$ cat config.mk
export PLATFORM = sky130hd
export DESIGN_NAME = divider_flat
export DESIGN_NICKNAME = d
export VERILOG_FILES = /design/src/rtl/cpu_defs.sv /design/src/rtl/divider_if.sv /design/src/rtl/divider_div_step.sv /design/src/rtl/divider.sv /design/src/flat_wrapper.sv
export SDC_FILE = /design/constraint.sdc
export NUM_CORES = 1
export LEC_CHECK = 0
export CORE_ASPECT_RATIO = 0.6
export CORE_UTILIZATION = 50
export CTS_CLUSTER_DIAMETER = 200
export DETAILED_ROUTE_END_ITERATION = 8
export PLACE_DENSITY = 0.75
export SLEW_MARGIN = 10
export SYNTH_ARGS = -nofsm -noshare
export SYNTH_HDL_FRONTEND = slang
export SYNTH_SLANG_ARGS = --single-unit
$ cat constraint.sdc
create_clock -name clk -period 8.3 [get_ports clk]
set_input_delay 1.66 -clock clk [delete_from_list [all_inputs] [get_ports clk]]
set_output_delay 1.66 -clock clk [all_outputs]
set_load 0.02 [all_outputs]
$ cat src/rtl/cpu_defs.sv
// Shared ALU datapath definitions: default operand width and divider FSM encodings.
package cpu_defs;
  localparam int DATA_W = 16;

  typedef enum logic [1:0] {
    IDLE = 2'd0,
    RUN  = 2'd1,
    DONE = 2'd2
  } div_state_e;
endpackage

$ cat src/rtl/divider_if.sv
// Divider request/response bundle: operands plus start in, results, flags and handshake out.
interface divider_if #(parameter int WIDTH = cpu_defs::DATA_W);
  logic             start;
  logic [WIDTH-1:0] dividend_hi;
  logic [WIDTH-1:0] dividend_lo;
  logic [WIDTH-1:0] divisor;
  logic             busy;
  logic             done;
  logic [WIDTH-1:0] quotient;
  logic [WIDTH-1:0] remainder;
  logic             div_zero;
  logic             overflow;

  modport master (
    output start, dividend_hi, dividend_lo, divisor,
    input  busy, done, quotient, remainder, div_zero, overflow
  );

  modport slave (
    input  start, dividend_hi, dividend_lo, divisor,
    output busy, done, quotient, remainder, div_zero, overflow
  );
endinterface

$ cat src/rtl/divider_div_step.sv
// One restoring-division iteration: shift {R,Q} left, subtract divisor when it fits.
module div_step #(parameter int WIDTH = 16) (
  input  logic [WIDTH:0]   i_r,
  input  logic [WIDTH-1:0] i_q,
  input  logic [WIDTH-1:0] i_div,
  output logic [WIDTH:0]   o_r,
  output logic [WIDTH-1:0] o_q
);
  logic [WIDTH+1:0] w_sh;
  logic             w_ge;

  assign w_sh = {i_r, i_q[WIDTH-1]};
  assign w_ge = (w_sh >= {2'b00, i_div});

  // When the subtract happens the result is below the divisor, so the low bits suffice.
  always_comb begin
    o_r = w_sh[WIDTH:0];
    o_q = {i_q[WIDTH-2:0], 1'b0};
    if (w_ge) begin
      o_r = w_sh[WIDTH:0] - {1'b0, i_div};
      o_q = {i_q[WIDTH-2:0], 1'b1};
    end
  end
endmodule

$ cat src/rtl/divider.sv
// Sequential 2W-by-W unsigned restoring divider, one quotient bit per clock, with up-front
// divide-by-zero and quotient-overflow detection.
module divider
  import cpu_defs::*;
#(
  parameter int WIDTH = DATA_W
) (
  input  logic      clk,
  input  logic      rst_n,
  divider_if.slave  bus
);
  localparam int CNT_W = (WIDTH > 2) ? $clog2(WIDTH) : 1;
  localparam logic [CNT_W-1:0] LAST = CNT_W'(WIDTH - 1);

  div_state_e       r_state;
  logic [CNT_W-1:0] r_cnt;
  logic [WIDTH:0]   r_rem;
  logic [WIDTH-1:0] r_q;
  logic [WIDTH-1:0] r_div;
  logic             r_busy;
  logic             r_done;
  logic [WIDTH-1:0] r_quot;
  logic [WIDTH-1:0] r_remo;
  logic             r_dz;
  logic             r_ovf;

  logic [WIDTH:0]   w_rem_nxt;
  logic [WIDTH-1:0] w_q_nxt;

  div_step #(.WIDTH(WIDTH)) u_step (
    .i_r   (r_rem),
    .i_q   (r_q),
    .i_div (r_div),
    .o_r   (w_rem_nxt),
    .o_q   (w_q_nxt)
  );

  always_ff @(posedge clk or negedge rst_n) begin
    if (!rst_n) begin
      r_state <= IDLE;
      r_cnt   <= '0;
      r_rem   <= '0;
      r_q     <= '0;
      r_div   <= '0;
      r_busy  <= 1'b0;
      r_done  <= 1'b0;
      r_quot  <= '0;
      r_remo  <= '0;
      r_dz    <= 1'b0;
      r_ovf   <= 1'b0;
    end else begin
      case (r_state)
        IDLE: begin
          r_done <= 1'b0;
          r_busy <= 1'b0;
          if (bus.start) begin
            r_busy <= 1'b1;
            r_dz   <= 1'b0;
            r_ovf  <= 1'b0;
            r_div  <= bus.divisor;
            if (bus.divisor == '0) begin
              r_state <= DONE;
              r_done  <= 1'b1;
              r_dz    <= 1'b1;
              r_quot  <= '1;
              r_remo  <= bus.dividend_lo;
            end else if (bus.dividend_hi >= bus.divisor) begin
              // Quotient would not fit in WIDTH bits.
              r_state <= DONE;
              r_done  <= 1'b1;
              r_ovf   <= 1'b1;
              r_quot  <= '1;
              r_remo  <= bus.dividend_hi;
            end else begin
              r_state <= RUN;
              r_rem   <= {1'b0, bus.dividend_hi};
              r_q     <= bus.dividend_lo;
              r_cnt   <= '0;
            end
          end
        end
        RUN: begin
          r_rem <= w_rem_nxt;
          r_q   <= w_q_nxt;
          r_cnt <= r_cnt + 1'b1;
          if (r_cnt == LAST) begin
            r_state <= DONE;
            r_done  <= 1'b1;
            r_cnt   <= '0;
            r_quot  <= w_q_nxt;
            r_remo  <= w_rem_nxt[WIDTH-1:0];
          end
        end
        DONE: begin
          r_state <= IDLE;
          r_done  <= 1'b0;
          r_busy  <= 1'b0;
        end
        default: begin
          r_state <= IDLE;
          r_done  <= 1'b0;
          r_busy  <= 1'b0;
        end
      endcase
    end
  end

  assign bus.busy      = r_busy;
  assign bus.done      = r_done;
  assign bus.quotient  = r_quot;
  assign bus.remainder = r_remo;
  assign bus.div_zero  = r_dz;
  assign bus.overflow  = r_ovf;
endmodule

$ cat src/flat_wrapper.sv
// flat-port wrapper written by rule: the top's interface ports become plain ports
module divider_flat import cpu_defs::*;
#(
  parameter int WIDTH = DATA_W
)
  (clk, rst_n, bus_start, bus_dividend_hi, bus_dividend_lo, bus_divisor, bus_busy, bus_done, bus_quotient, bus_remainder, bus_div_zero, bus_overflow);
  divider_if #(.WIDTH(WIDTH)) bus_i ();
  input  logic clk;
  input  logic rst_n;
  input wire logic [$bits(bus_i.start)-1:0] bus_start;
  input wire logic [$bits(bus_i.dividend_hi)-1:0] bus_dividend_hi;
  input wire logic [$bits(bus_i.dividend_lo)-1:0] bus_dividend_lo;
  input wire logic [$bits(bus_i.divisor)-1:0] bus_divisor;
  output wire logic [$bits(bus_i.busy)-1:0] bus_busy;
  output wire logic [$bits(bus_i.done)-1:0] bus_done;
  output wire logic [$bits(bus_i.quotient)-1:0] bus_quotient;
  output wire logic [$bits(bus_i.remainder)-1:0] bus_remainder;
  output wire logic [$bits(bus_i.div_zero)-1:0] bus_div_zero;
  output wire logic [$bits(bus_i.overflow)-1:0] bus_overflow;
  assign bus_i.start = bus_start;
  assign bus_i.dividend_hi = bus_dividend_hi;
  assign bus_i.dividend_lo = bus_dividend_lo;
  assign bus_i.divisor = bus_divisor;
  assign bus_busy = bus_i.busy;
  assign bus_done = bus_i.done;
  assign bus_quotient = bus_i.quotient;
  assign bus_remainder = bus_i.remainder;
  assign bus_div_zero = bus_i.div_zero;
  assign bus_overflow = bus_i.overflow;
  divider #(.WIDTH(WIDTH)) u_core (.clk(clk), .rst_n(rst_n), .bus(bus_i));
endmodule
==> impl_metrics.env <==
export IMPL_slew_viol_final=0
export IMPL_wl_per_cell_um=18.7
export IMPL_clock_latency_ns=0.35
export IMPL_cp_end_kind="flop"
export IMPL_max_clock_freq_mhz=193
export IMPL_cts_resized_gates=0
export IMPL_hold_viol=0
export IMPL_die_h_um=83.9
export IMPL_finalInstanceArea_um2=6830
export IMPL_violations="DRC"
export IMPL_via_per_inst=6.13
export IMPL_ant_nets=0
export IMPL_grt_pass1_vias=4769
export IMPL_synth_main_ff_cell="dfrtp_1"
export IMPL_cts_clk_slew_worst_paths_ns=0.07
export IMPL_rsz0062_at_grt="false"
export IMPL_synthArstFlopShare_pct=100
export IMPL_clock_sinks=91
export IMPL_die_w_um=138
export IMPL_routed_wirelength_um=16200
export IMPL_path_max_fanout=31
export IMPL_fin_util_pct=63.8
export IMPL_grt_antenna_before_repair=0
export IMPL_final_cell_mix="nand2_1 (95), dfrtp_1 (91), clkdlybuf4s50_1 (85), nor2_1 (77), o21ai_0 (75)"
export IMPL_hold_class="reg2reg"
export IMPL_pin_count=87
export IMPL_ctsHoldBuffers=0
export IMPL_io_buffers=86
export IMPL_leakagePower_nw=2.97
export IMPL_grt_ovfl_total=0
export IMPL_ctsHtreeMaxLevel=3
export IMPL_grt_usage_pct=28.7
export IMPL_cp_required_ns=8.54
export IMPL_power_density_nw_per_um2=461
export IMPL_diodes=0
export IMPL_dp_hpwl_um=11600
export IMPL_placeableCoreArea_um2=10700
export IMPL_dieArea_um2=11600
export IMPL_initial_utilization_pct=52.2
export IMPL_cts_max_path_buffers=2
export IMPL_layout_drive_gt1_share_pct=6.34
export IMPL_synth_edf_count=0
export IMPL_root_buffer="clkbuf_16"
export IMPL_critPathLaunchType="input port"
export IMPL_status="finished with violations"
export IMPL_worstPathArrival_ns=5.41
export IMPL_vias=5294
export IMPL_n_fill_cell=918
export IMPL_syn_inst=658
export IMPL_area_growth_pct=22.3
export IMPL_syn_num_nets=743
export IMPL_ys_seq_area_share_pct=40.8
export IMPL_place_gp_congestion=0.923
export IMPL_yosysWarnings=0
export IMPL_cts_made_buffers=9
export IMPL_drc=18
export IMPL_first_pass_iters=7
export IMPL_fin_crit_sh_pct=62.3
export IMPL_rows=29
export IMPL_yosys_register_bits=91
export IMPL_post_cts_buffers=0
export IMPL_synth_area_um2=5580
export IMPL_fin_setup_tns_ns=0
export IMPL_min_period_ns=5.17
export IMPL_clock_skew_ns=0.00619
export IMPL_worst_pin_slew_ns=1.15
export IMPL_initialDrtViolationCount=514
export IMPL_synth_cell_types=53
export IMPL_placed_area_um2=6520
export IMPL_final_common_cell="nand2_1"
export IMPL_holdWs_ns=0.483
export IMPL_grt_pass1_wl_um=25800
export IMPL_max_cap_violations=0
export IMPL_fin_nets=805
export IMPL_avgSynthCellArea_um2=8.48
export IMPL_criticalPathCategory="in2reg"
export IMPL_vdd_drop_max_v=0.000206
export IMPL_setup_violations=0
export IMPL_tritoncts="done"
export IMPL_grt_max_degree=62
export IMPL_relSlewSlack_pct=22.9
## registers in the layout, summed over array words and instances, names as in the netlist
| signal | cells |
|---|---|
| u_core.r_rem | 17 |
| u_core.bus.quotient | 16 |
| u_core.bus.remainder | 16 |
| u_core.r_div | 16 |
| u_core.r_q | 16 |
| u_core.r_cnt | 4 |
| u_core.r_state | 2 |
| u_core.bus.busy | 1 |
| u_core.bus.div_zero | 1 |
| u_core.bus.done | 1 |
| u_core.bus.overflow | 1 |
## stage by stage
step	setup WS [ns]	cells	total power, W
global placement	2.99	848	0.00263
detailed placement	2.95	848	0.00268
CTS	3.32	864	0.00313
finish	3.13	864	0.00315
floorplan	4.64	658	0.00212
global route	2.95	864	0.00336
## worst max-delay path, cell delays in order
cell             delay [ns]
clkdlybuf4s50_1        0.46
nor4_1                 0.94
and4_1                 0.29
buf_4                  0.30
a211oi_1               0.11
o21ai_0                0.17
a21oi_2                0.09
buf_4                  0.24
or2_2                  0.57
inv_1                  0.21
mux2_2                 0.35
## layout make-up
type / count / area, um2 / share of cell area [%]
multi-input cells: 489 / 3030 / 44.3
flip-flops and latches: 91 / 2280 / 33.4
repair buffers: 93 / 911 / 13.3
clock buffers: 9 / 225 / 3.30
well taps: 139 / 174 / 2.55
inverters: 36 / 135 / 1.98
clock inverters: 7 / 80.1 / 1.17
## worst paths after layout
path,from,slack (ns),cells after the start,endpoint
max,bus_divisor[3],3.13,11,u_core.bus.quotient[0]
min,u_core.r_rem[16],0.48,2,u_core.r_rem[16]
max reg2reg,u_core.r_q[15],4.25,12,u_core.bus.remainder[15]
min reg2reg,u_core.r_rem[16],0.48,2,u_core.r_rem[16]
max in group asynchronous,rst_n,5.94,2,u_core.r_rem[15]
min in group asynchronous,rst_n,1.23,1,u_core.r_div[10]
## cell families after synthesis
family | Yosys count | synth area share [%]
and+or+nand+nor | 217 | 16.4
AOI/OAI and AO/OA | 206 | 23.9
xor gates and xnor gates | 9 | 1.41
adders and majority gates | 34 | 7.75
DFF | 91 | 40.8
muxes | 23 | 4.39
buffers and inverters | 78 | 5.33
## power by group
part	internal [W]	switching, W	total, W
combinational	0.000754	0.00114	0.00189
sequential	0.000668	0.000159	0.000826
clock	0.000238	0.000191	0.000430
## cell usage after synthesis (2+ instances only)
cell type | instances | share of area (%)
nor2_1 | 78 | 5.2
mux2_2 | 12 | 2.4
and3_1 | 4 | 0.45
nand4_1 | 5 | 0.56
and4_1 | 2 | 0.31
dfrtp_1 | 91 | 41
a311oi_1 | 2 | 0.31
nand2b_1 | 3 | 0.34
a21o_1 | 10 | 1.3
xor2_1 | 4 | 0.63
buf_2 | 4 | 0.36
ha_1 | 33 | 7.4
nor3_1 | 9 | 0.81
o21a_1 | 7 | 0.94
o31ai_1 | 14 | 1.9
a22o_1 | 9 | 1.4
xnor2_1 | 5 | 0.78
or2_2 | 4 | 0.45
nand2_1 | 95 | 6.4
a2111o_1 | 2 | 0.40
inv_1 | 36 | 2.4
nor4_1 | 5 | 0.56
o211ai_1 | 6 | 0.81
o21bai_1 | 2 | 0.27
a211o_1 | 2 | 0.31
o31a_1 | 2 | 0.31
a211oi_1 | 14 | 1.9
a31oi_1 | 19 | 2.1
or3_1 | 2 | 0.22
clkbuf_1 | 38 | 2.6
o21ai_0 | 75 | 6.7
nand3_1 | 6 | 0.54
a21oi_1 | 28 | 2.5
mux2i_1 | 11 | 2.0
## layer usage
layer | wire length, um | GRT usage [%] | up-vias
met3 | 1690 | 5.85 | 16
met5 | 0 | 0 | -
met4 | 140 | 5.92 | 0
met1 | 7730 | 44.5 | 2552
li1 | - | - | 2456
met2 | 6620 | 41.0 | 270
Note: power is estimated with default switching activity, not from simulation.
==> RTL change, RTL diff (same settings) <==
Reset style: synchronous (`rst_n`), changed in one clocked block.
--- a/src/rtl/divider.sv
+++ b/src/rtl/divider.sv
@@ -35,7 +35,7 @@
     .o_q   (w_q_nxt)
   );
 
-  always_ff @(posedge clk or negedge rst_n) begin
+  always_ff @(posedge clk) begin
     if (!rst_n) begin
       r_state <= IDLE;
       r_cnt   <= '0;
Behaviour: differs if rst_n is asserted again (counterexample within 4 cycles, from zero or initial values and one cycle with rst_n low); with rst_n held inactive, the same outputs for 10 cycles.
==> RTL change against the unedited design <==
Fmax up 8.0%; final area is 4.3% lower; highest routed layer unchanged; worst setup slack better by 0.38 ns; routed wire length rose by 8.4%; synthesized area is 4.6% lower; count of clock-buffer cells in the layout unchanged; clock skew increased by 0.0038 ns; sequential cell count unchanged.
Power is not compared: it rests on default switching activity, and its combinational part moved more than twofold at a synthesized area within 25%.
==> RTL change: results (changes against the unedited design) <==
Parameter                              Value

GRT
  Global-route usage over all layers    32.7% (was 28.7%)
  Wire length of the first global-routing pass    27.0 mm (was 25.8 mm)
  Pin count of the biggest net entering global routing    67 (was 62)

Placement
  Routability Congestion    0.938 (was 0.923)
  Cell area after placement    0.00623 mm2 (was 0.00652 mm2)
  Setup slack at placement    3.26 ns (was 2.95 ns)
  Placed insts    869 (was 848)
  Post-detailed-placement half-perimeter wirelength    13.1 mm (was 11.6 mm)

Outcome
  Run status    complete, no violations (was finished, violations left)

Final layout
  Fillers    872 (was 918)
  Share of final-layout standard cells stronger than drive strength 1    6.40% (was 6.34%)
  Final Net Count    830 (was 805)

Yosys
  Async set-reset flop share out of synthesis    0% (was 100%)
  Synth area leaders    dfxtp_1 34%, nand2_1 9.0%, ha_1 7.8% (was dfrtp_1 41%, ha_1 7.4%, o21ai_0 6.7%)
  Top FF cell, synth    dfxtp_1 (was dfrtp_1)
  Unique cell type count in the Yosys netlist    61 (was 53)
  Top cells by instance count after synthesis    127 x nand2_1, 91 x dfxtp_1, 50 x a21oi_1, 49 x o21ai_0, 46 x nor2_1 (was 95 x nand2_1, 91 x dfrtp_1, 78 x nor2_1, 75 x o21ai_0, 38 x clkbuf_1)
  Fraction of the yosys area taken by sequential cells    34.2% (was 40.8%)
  Total nets after synthesis    770 (was 743)
  Synth Area per Inst    7.77 um2 (was 8.48 um2)

Detailed routing
  Violation count after the first detailed-route iteration    551 (was 514)
  Via density    6.10 (was 6.13)
  WL per Instance    19.8 um (was 18.7 um)
  Wire length reported by the detailed router    17.5 mm (was 16.2 mm)
  Length of the first detailed-routing pass in iterations    5 (was 7)

Clock network
  H-Tree Depth    3 (unchanged)
  CTS Root Buffer Type    clkbuf_16 (unchanged)

Worst setup path
  Maximum fanout encountered on the critical timing path    22 (was 31)
  Arrival time at the worst endpoint    5.04 ns (was 5.41 ns)
## RTL change: critical path, stage by stage
cell and delay (ns):
clkdlybuf4s50_1 0.51, inv_1 0.07, ha_1 0.30, a21oi_1 0.07
o21ai_0 0.28, a41oi_1 0.09, or2_2 0.30, o211ai_1 0.47
a21o_1 0.62, nand2_1 0.35, o31ai_1 0.32
## RTL change: final timing paths
check / slack (ns) / cells past startpoint / from / endpoint
max: 3.51 / 11 / bus_divisor[9] / u_core.bus.remainder[14]
min: 0.45 / 2 / u_core.bus.quotient[7] / u_core.bus.quotient[7]
max reg2reg: 4.87 / 12 / u_core.r_q[15] / u_core.bus.remainder[6]
min reg2reg: 0.45 / 2 / u_core.bus.quotient[7] / u_core.bus.quotient[7]
## RTL change: cells by family (layout without fill, tap and decap cells)
| group | Yosys count | in the layout | synth area share [%] |
|---|---|---|---|
| adder cells (fa/ha/maj) | 34 | 34 | 8.13 |
| AO/OA/AOI/OAI | 212 | 212 | 26.8 |
| flip-flops | 91 | 91 | 34.2 |
| XOR/XNOR | 12 | 12 | 1.97 |
| AND/OR/NAND/NOR | 237 | 237 | 19.0 |
| multiplexers | 19 | 19 | 3.71 |
| buffers and inverters | 80 | 145 | 6.16 |
## RTL change: area by class of cell
cell class	instances	area (um2)	area share (%)
Inverter	37	139	2.13
Clock buffer	9	225	3.45
Clock inverter	7	73.8	1.13
Tap cell	135	169	2.59
Multi-Input combinational cell	514	3200	48.9
Sequential cell	91	1820	27.9
Timing Repair Buffer	92	906	13.9
## RTL change: per-layer routing
layer  routed length [um]  track usage, %
met1                 8780            51.1
met2                 6670            43.2
met3                 1800            7.84
met4                  295            8.31
met5                    0               0
## RTL change: where the power goes
part	internal (mW)	switching (mW)	leakage, nW
Clock	0.235	0.182	0.146
Sequential	0.481	0.0363	0.747
Combinational	0.209	0.339	1.70
